===== src/rtl/note_lane_renderer.sv =====
// Per-lane note renderer: erases the previous note rectangle and draws the new one as
// registered pixel writes. Optional macro NOTE_SKIP_UNCHANGED_EN skips frames whose y is unchanged.
module note_lane_renderer #(
  parameter logic [7:0] LANE_X   = 8'd72,
  parameter int         NOTE_W   = 16,
  parameter int         NOTE_H   = 4,
  parameter int         SCREEN_H = 120,
  parameter logic [2:0] NOTE_COL = 3'b110,
  parameter logic [2:0] BG_COL   = 3'b000
) (
  input  logic       clk,
  input  logic       resetn,
  input  logic       start,
  input  logic [7:0] y_in,
  input  logic       plot_ready,
  output logic [7:0] x,
  output logic [6:0] y,
  output logic [2:0] colour,
  output logic       plot,
  output logic       busy,
  output logic       done
);

  localparam logic [1:0] IDLE  = 2'd0;
  localparam logic [1:0] ERASE = 2'd1;
  localparam logic [1:0] DRAW  = 2'd2;
  localparam logic [1:0] FIN   = 2'd3;

  localparam logic [4:0] CX_LAST = 5'(NOTE_W - 1);
  localparam logic [3:0] CY_LAST = 4'(NOTE_H - 1);
  localparam logic [8:0] ROW_LIM = 9'(SCREEN_H);

  logic [1:0] state, n_state;
  logic [4:0] cx, n_cx;
  logic [3:0] cy, n_cy;
  logic [7:0] new_y, prev_y, base;
  logic       have_prev;
  logic       accept, skip, last, adv, load, vis;
  logic [8:0] row;
  logic [7:0] n_x;
  logic [2:0] n_colour;

  assign accept = (state == IDLE) && start && !busy;
`ifdef NOTE_SKIP_UNCHANGED_EN
  assign skip = have_prev && (y_in == prev_y);
`else
  assign skip = 1'b0;
`endif
  assign last = (cx == CX_LAST) && (cy == CY_LAST);
  // A clipped pixel has plot=0, so it advances without waiting for the adapter.
  assign adv  = ((state == ERASE) || (state == DRAW)) && (!plot || plot_ready);

  always_comb begin
    n_state = state;
    n_cx    = cx;
    n_cy    = cy;
    load    = 1'b0;
    if (accept) begin
      load    = 1'b1;
      n_cx    = '0;
      n_cy    = '0;
      n_state = skip ? FIN : (have_prev ? ERASE : DRAW);
    end else if (adv) begin
      load = 1'b1;
      if (!last) begin
        if (cx == CX_LAST) begin
          n_cx = '0;
          n_cy = cy + 4'd1;
        end else begin
          n_cx = cx + 5'd1;
        end
      end else begin
        n_cx    = '0;
        n_cy    = '0;
        n_state = (state == ERASE) ? DRAW : FIN;
      end
    end
  end

  // Outputs are computed for the pixel about to become current, so they can be registered.
  always_comb begin
    base     = (n_state == ERASE) ? prev_y : (accept ? y_in : new_y);
    row      = {1'b0, base} + {5'b0, n_cy};
    vis      = (row < ROW_LIM) && ((n_state == ERASE) || (n_state == DRAW));
    n_x      = LANE_X + {3'b0, n_cx};
    n_colour = (n_state == ERASE) ? BG_COL : NOTE_COL;
  end

  always_ff @(posedge clk or negedge resetn) begin
    if (!resetn) begin
      state     <= IDLE;
      cx        <= '0;
      cy        <= '0;
      new_y     <= '0;
      prev_y    <= '0;
      have_prev <= 1'b0;
      x         <= '0;
      y         <= '0;
      colour    <= '0;
      plot      <= 1'b0;
      busy      <= 1'b0;
      done      <= 1'b0;
    end else begin
      done <= load && (n_state == FIN);
      if (load) begin
        state <= n_state;
        cx    <= n_cx;
        cy    <= n_cy;
        plot  <= vis;
        if (vis) begin
          x      <= n_x;
          y      <= row[6:0];
          colour <= n_colour;
        end
      end
      if (accept) begin
        new_y <= y_in;
        busy  <= 1'b1;
      end
      if (state == FIN) begin
        state     <= IDLE;
        busy      <= 1'b0;
        plot      <= 1'b0;
        prev_y    <= new_y;
        have_prev <= 1'b1;
      end
    end
  end

endmodule


===== config.mk =====
export PLATFORM = sky130hd
export DESIGN_NAME = note_lane_renderer
export DESIGN_NICKNAME = d
export VERILOG_FILES = /design/src/rtl/note_lane_renderer.sv
export SDC_FILE = /design/constraint.sdc
export NUM_CORES = 1
export LEC_CHECK = 0
export CORE_ASPECT_RATIO = 0.5
export CORE_MARGIN = 2
export CORE_UTILIZATION = 45
export CTS_CLUSTER_SIZE = 28
export DETAILED_ROUTE_END_ITERATION = 8
export HOLD_SLACK_MARGIN = 0.03
export PLACE_DENSITY = 0.76
export RECOVER_POWER = 50
export SLEW_MARGIN = 10
export SYNTH_ARGS = -nofsm -noshare
export SYNTH_HDL_FRONTEND = slang
export SYNTH_SLANG_ARGS = --single-unit

===== constraint.sdc =====
create_clock -name clk -period 13.71 [get_ports clk]
set_input_delay 2.742 -clock clk [delete_from_list [all_inputs] [get_ports clk]]
set_output_delay 2.742 -clock clk [all_outputs]
set_load 0.02 [all_outputs]

==> impl_metrics.xml <==
<?xml version="1.0" encoding="UTF-8"?>
<metrics>
  <group name="sta">
    <metric name="finalMaxSlewViolations" unit="">47</metric>
    <metric name="timing.clock.skew" unit="ns">0.00617</metric>
    <metric name="final_hold_viol_count" unit="">0</metric>
    <metric name="max_slew_margin" unit="%">-57.2</metric>
    <metric name="tightestPinTransition" unit="ns">2.36</metric>
    <metric name="rsz0062_at_grt" unit="">no</metric>
    <metric name="setup_viol" unit="">0</metric>
    <metric name="max_freq" unit="GHz">0.127</metric>
    <metric name="timing.final.crit_share" unit="%">57.6</metric>
    <metric name="timing.final.crit_period" unit="ns">7.90</metric>
    <metric name="fin_setup_tns" unit="ns">0</metric>
  </group>
  <group name="clocking">
    <metric name="tritoncts_num_sinks" unit="">46</metric>
    <metric name="cts_buffer_depth" unit="">2</metric>
    <metric name="cts_buffers" unit="">5</metric>
    <metric name="cts_tree" unit="">yes</metric>
    <metric name="cts_hold_buf" unit="">0</metric>
    <metric name="post_cts_repair_setup_buffers" unit="">0</metric>
    <metric name="cts_max_level" unit="">2</metric>
    <metric name="clkSlewWorstSetupHoldPaths" unit="ns">0.08</metric>
    <metric name="worstSkewPairLatency" unit="ns">0.30</metric>
    <metric name="postCtsResizedCells" unit="">0</metric>
    <metric name="ctsRootBufferMaster" unit="">sky130_fd_sc_hd__clkbuf_8</metric>
  </group>
  <group name="routing">
    <metric name="ant_nets" unit="">0</metric>
    <metric name="wire_per_inst" unit="microns">14.4</metric>
    <metric name="drt_pass1_iterations" unit="">4</metric>
    <metric name="drt-total-wl" unit="mm">4.52</metric>
    <metric name="drt_iter0_drc" unit="">49</metric>
    <metric name="drc_errors" unit="">0</metric>
    <metric name="via_total_after_detailed_routing" unit="">1601</metric>
    <metric name="drt-vias-per-instance" unit="">5.08</metric>
  </group>
  <group name="cells_and_area">
    <metric name="diodes" unit="">0</metric>
    <metric name="final_layout_size_suffix_gt1_share" unit="%">15.9</metric>
    <metric name="final_core_util" unit="%">55.9</metric>
    <metric name="most-common-layout-cells" unit="">sky130_fd_sc_hd__dfrtp_1, sky130_fd_sc_hd__clkdlybuf4s50_1, sky130_fd_sc_hd__nand2_1</metric>
    <metric name="mostFrequentLayoutCell" unit="">sky130_fd_sc_hd__dfrtp_1</metric>
    <metric name="final_net_count" unit="">269</metric>
    <metric name="area.growth.synth_to_final" unit="%">17.0</metric>
  </group>
  <group name="setup_path">
    <metric name="worstReg2RegEnd" unit="">x[0]$_DFFE_PN0P_</metric>
    <metric name="crit_path_start_kind" unit="">input port</metric>
    <metric name="timing.setup.critical_path_class" unit="">in2reg</metric>
    <metric name="endpoint_class_of_the_critical_path" unit="">flop</metric>
    <metric name="setup.reg_to_reg.worst_slack" unit="ns">7.97</metric>
    <metric name="worst_r2r_startpoint" unit="">state[0]$_DFFE_PN0P_</metric>
    <metric name="worst-endpoint-arrival" unit="ns">8.09</metric>
    <metric name="worstRegToRegCells" unit="">20</metric>
    <metric name="crit_fanout" unit="">15</metric>
    <metric name="timing.critical_path.required" unit="ns">13.90</metric>
  </group>
  <group name="synth">
    <metric name="synthXorXnorAreaFrac" unit="%">2.18</metric>
    <metric name="syn_avg_cell_area" unit="sq um">11.2</metric>
    <metric name="yosys_warnings" unit="">0</metric>
    <metric name="synth_edf_count" unit="">0</metric>
    <metric name="synth_top_area_share" unit="%">47.8</metric>
    <metric name="postSynthCellCount" unit="">216</metric>
    <metric name="synth.area.top_cells" unit="">sky130_fd_sc_hd__dfrtp_1, sky130_fd_sc_hd__mux2_2, sky130_fd_sc_hd__ha_1</metric>
    <metric name="synth_flop_type" unit="">sky130_fd_sc_hd__dfrtp_1</metric>
    <metric name="post_synth_mux_area_share" unit="%">17.0</metric>
    <metric name="yosys.area.top_type" unit="">sky130_fd_sc_hd__dfrtp_1</metric>
    <metric name="post_synth_instance_area" unit="sq um">2410</metric>
    <metric name="largest_family_of_logic_cells_by_synthesized_area" unit="">multiplexers</metric>
    <metric name="synth_seq_cells" unit="">46</metric>
    <metric name="synth_fa_ha_area_share" unit="%">7.06</metric>
    <metric name="synth_sequential_area_ratio" unit="%">47.8</metric>
    <metric name="synth_async_sr_flop_share" unit="%">100</metric>
    <metric name="netlist-cell-type-count" unit="">40</metric>
    <metric name="yosys.area_share.simple" unit="%">15.4</metric>
    <metric name="synth_compound_area_share" unit="%">5.92</metric>
  </group>
  <group name="global_routing">
    <metric name="grt_start_max_net_pins" unit="">47</metric>
    <metric name="grt_first_pass_wirelength" unit="mm">7.79</metric>
    <metric name="antenna_found_initial" unit="">0</metric>
    <metric name="aggregate_global_route_resource_usage" unit="%">16.6</metric>
    <metric name="first_global_vias" unit="">1642</metric>
    <metric name="grt-ovfl-total" unit="">0</metric>
  </group>
  <group name="status">
    <metric name="status" unit="">complete, but fails checks</metric>
    <metric name="failed_checks" unit="">max-capacitance violations, max-slew violations</metric>
  </group>
  <group name="placement">
    <metric name="gp_congestion" unit="">0.830</metric>
    <metric name="dp_hpwl" unit="mm">3.25</metric>
    <metric name="numPortBuffers" unit="">30</metric>
  </group>
  <group name="job">
    <metric name="cap_viol_max_count" unit="">1</metric>
  </group>
  <group name="power_and_ir_drop">
    <metric name="max-vdd-ir-drop" unit="V">0.0000772</metric>
    <metric name="cellPowerDensity" unit="nW/um^2">224</metric>
    <metric name="cellLeakagePower" unit="nW">1.34</metric>
  </group>
  <group name="hold_path">
    <metric name="hold-path-cell-count" unit="">1</metric>
    <metric name="timing.hold.worst.start" unit="">have_prev$_DFFE_PN0P_</metric>
    <metric name="whs_endpoint" unit="">have_prev$_DFFE_PN0P_</metric>
    <metric name="worst_min_delay_path_category" unit="">reg2reg</metric>
  </group>
  <group name="floorplan">
    <metric name="io_pins" unit="">33</metric>
    <metric name="floorplan.die.width" unit="microns">107</metric>
    <metric name="die-area" unit="sq um">5990</metric>
    <metric name="starting_density_of_the_core" unit="%">47.8</metric>
    <metric name="die_h" unit="microns">55.7</metric>
    <metric name="fp-row-count" unit="">18</metric>
    <metric name="placeableCoreArea" unit="sq um">5040</metric>
  </group>
</metrics>
[through the flow]
stage	hold WS (ns)	cell area (sq um)	worst slack (ns)	power (mW)	cells
3_3_place_gp	0.452	2730	5.72	0.534	307
4_1_cts	0.481	2820	5.78	0.636	315
5_1_grt	0.509	2820	5.45	0.678	315
3_5_place_dp	0.460	2730	5.46	0.549	307
6_report	0.481	2820	5.81	0.631	315
2_1_floorplan	0.439	2410	7.01	0.463	217
[kinds of logic after synthesis]
family	after synthesis
adder cells (fa/ha/maj)	13
XOR/XNOR	6
other	1
buffers and inverters	20
flip-flops	46
multiplexers	34
AO/OA/AOI/OAI	21
AND/OR/NAND/NOR	75
[area by class of cell]
cell class | instances | area [sq um]
Fill cell | 449 | 2230
Timing Repair Buffer | 31 | 302
Clock inverter | 1 | 5.00
Sequential cell | 46 | 1150
Inverter | 9 | 33.8
Multi-Input combinational cell | 151 | 1150
Tap cell | 70 | 87.6
Clock buffer | 7 | 86.3
[report_power, final]
group | leakage (nW) | switching (mW) | internal (mW) | total, mW
combinational | 0.723 | 0.172 | 0.156 | 0.328
sequential | 0.571 | 0.0300 | 0.187 | 0.217
clock | 0.0482 | 0.0450 | 0.0407 | 0.0858
total | 1.34 | 0.247 | 0.384 | 0.631
[cell usage after synthesis (2+ instances only)]
cell type and instances:
sky130_fd_sc_hd__o211a_1 2, sky130_fd_sc_hd__buf_4 3, sky130_fd_sc_hd__xor2_1 3, sky130_fd_sc_hd__a22oi_1 2, sky130_fd_sc_hd__nand2_1 25, sky130_fd_sc_hd__o21ai_0 3, sky130_fd_sc_hd__nor3_1 2, sky130_fd_sc_hd__nand3b_1 2
sky130_fd_sc_hd__mux2_2 20, sky130_fd_sc_hd__nand3_1 6, sky130_fd_sc_hd__nor3b_1 3, sky130_fd_sc_hd__xnor2_1 3, sky130_fd_sc_hd__ha_1 12, sky130_fd_sc_hd__mux2i_1 8, sky130_fd_sc_hd__nor2b_1 2, sky130_fd_sc_hd__nor2_1 21
sky130_fd_sc_hd__dfrtp_1 46, sky130_fd_sc_hd__mux2_4 4, sky130_fd_sc_hd__or3_1 2, sky130_fd_sc_hd__a21oi_1 11, sky130_fd_sc_hd__clkbuf_1 5, sky130_fd_sc_hd__inv_1 9, sky130_fd_sc_hd__mux2i_4 2, sky130_fd_sc_hd__nand2b_1 4
[metal layers]
layer | up-vias | global-route usage [%] | wire length, microns
met5 | - | 0 | 0
met4 | 0 | 4.58 | 19
met3 | 2 | 3.98 | 148
met2 | 23 | 27.0 | 2210
met1 | 790 | 22.4 | 2140
li1 | 786 | - | -
[critical path: stages]
cell,delay (ns)
sky130_fd_sc_hd__clkdlybuf4s50_1,0.46
sky130_fd_sc_hd__o21ai_0,0.07
sky130_fd_sc_hd__buf_4,0.18
sky130_fd_sc_hd__nor3_1,0.50
sky130_fd_sc_hd__nand2_1,0.18
sky130_fd_sc_hd__mux2i_1,0.18
sky130_fd_sc_hd__nand2_1,0.08
sky130_fd_sc_hd__nand2_1,0.11
sky130_fd_sc_hd__ha_1,0.53
sky130_fd_sc_hd__mux2_2,0.40
sky130_fd_sc_hd__ha_1,0.21
sky130_fd_sc_hd__fa_1,0.40
sky130_fd_sc_hd__nand3_1,0.11
sky130_fd_sc_hd__nand3b_1,0.14
sky130_fd_sc_hd__nand3_1,0.16
sky130_fd_sc_hd__or4b_1,0.47
sky130_fd_sc_hd__nor2_1,0.11
sky130_fd_sc_hd__or3_1,0.63
sky130_fd_sc_hd__mux2_2,0.41
[sequential cells by signal, summed over array words and instances (netlist names)]
| register | flops |
|---|---|
| y | 7 |
| plot | 1 |
| x | 7 |
| colour | 1 |
| cy | 4 |
| prev_y | 8 |
| busy | 1 |
| cx | 5 |
| new_y | 8 |
| have_prev | 1 |
| state | 2 |
| done | 1 |
[how the worst max path moves through the flow]
stage,end,startpoint,slack [ns],depth (start not counted)
final,x[0]$_DFFE_PN0P_,plot_ready,5.81,19
after floorplan,x[1]$_DFFE_PN0P_,plot_ready,7.01,20
after global routing,y[1]$_DFFE_PN0P_,plot_ready,5.45,19
after detailed placement,y[1]$_DFFE_PN0P_,plot_ready,5.46,19
after CTS,y[1]$_DFFE_PN0P_,plot_ready,5.78,19
after global placement,x[0]$_DFFE_PN0P_,plot_ready,5.72,19
Power figures use the tool's default switching activity.
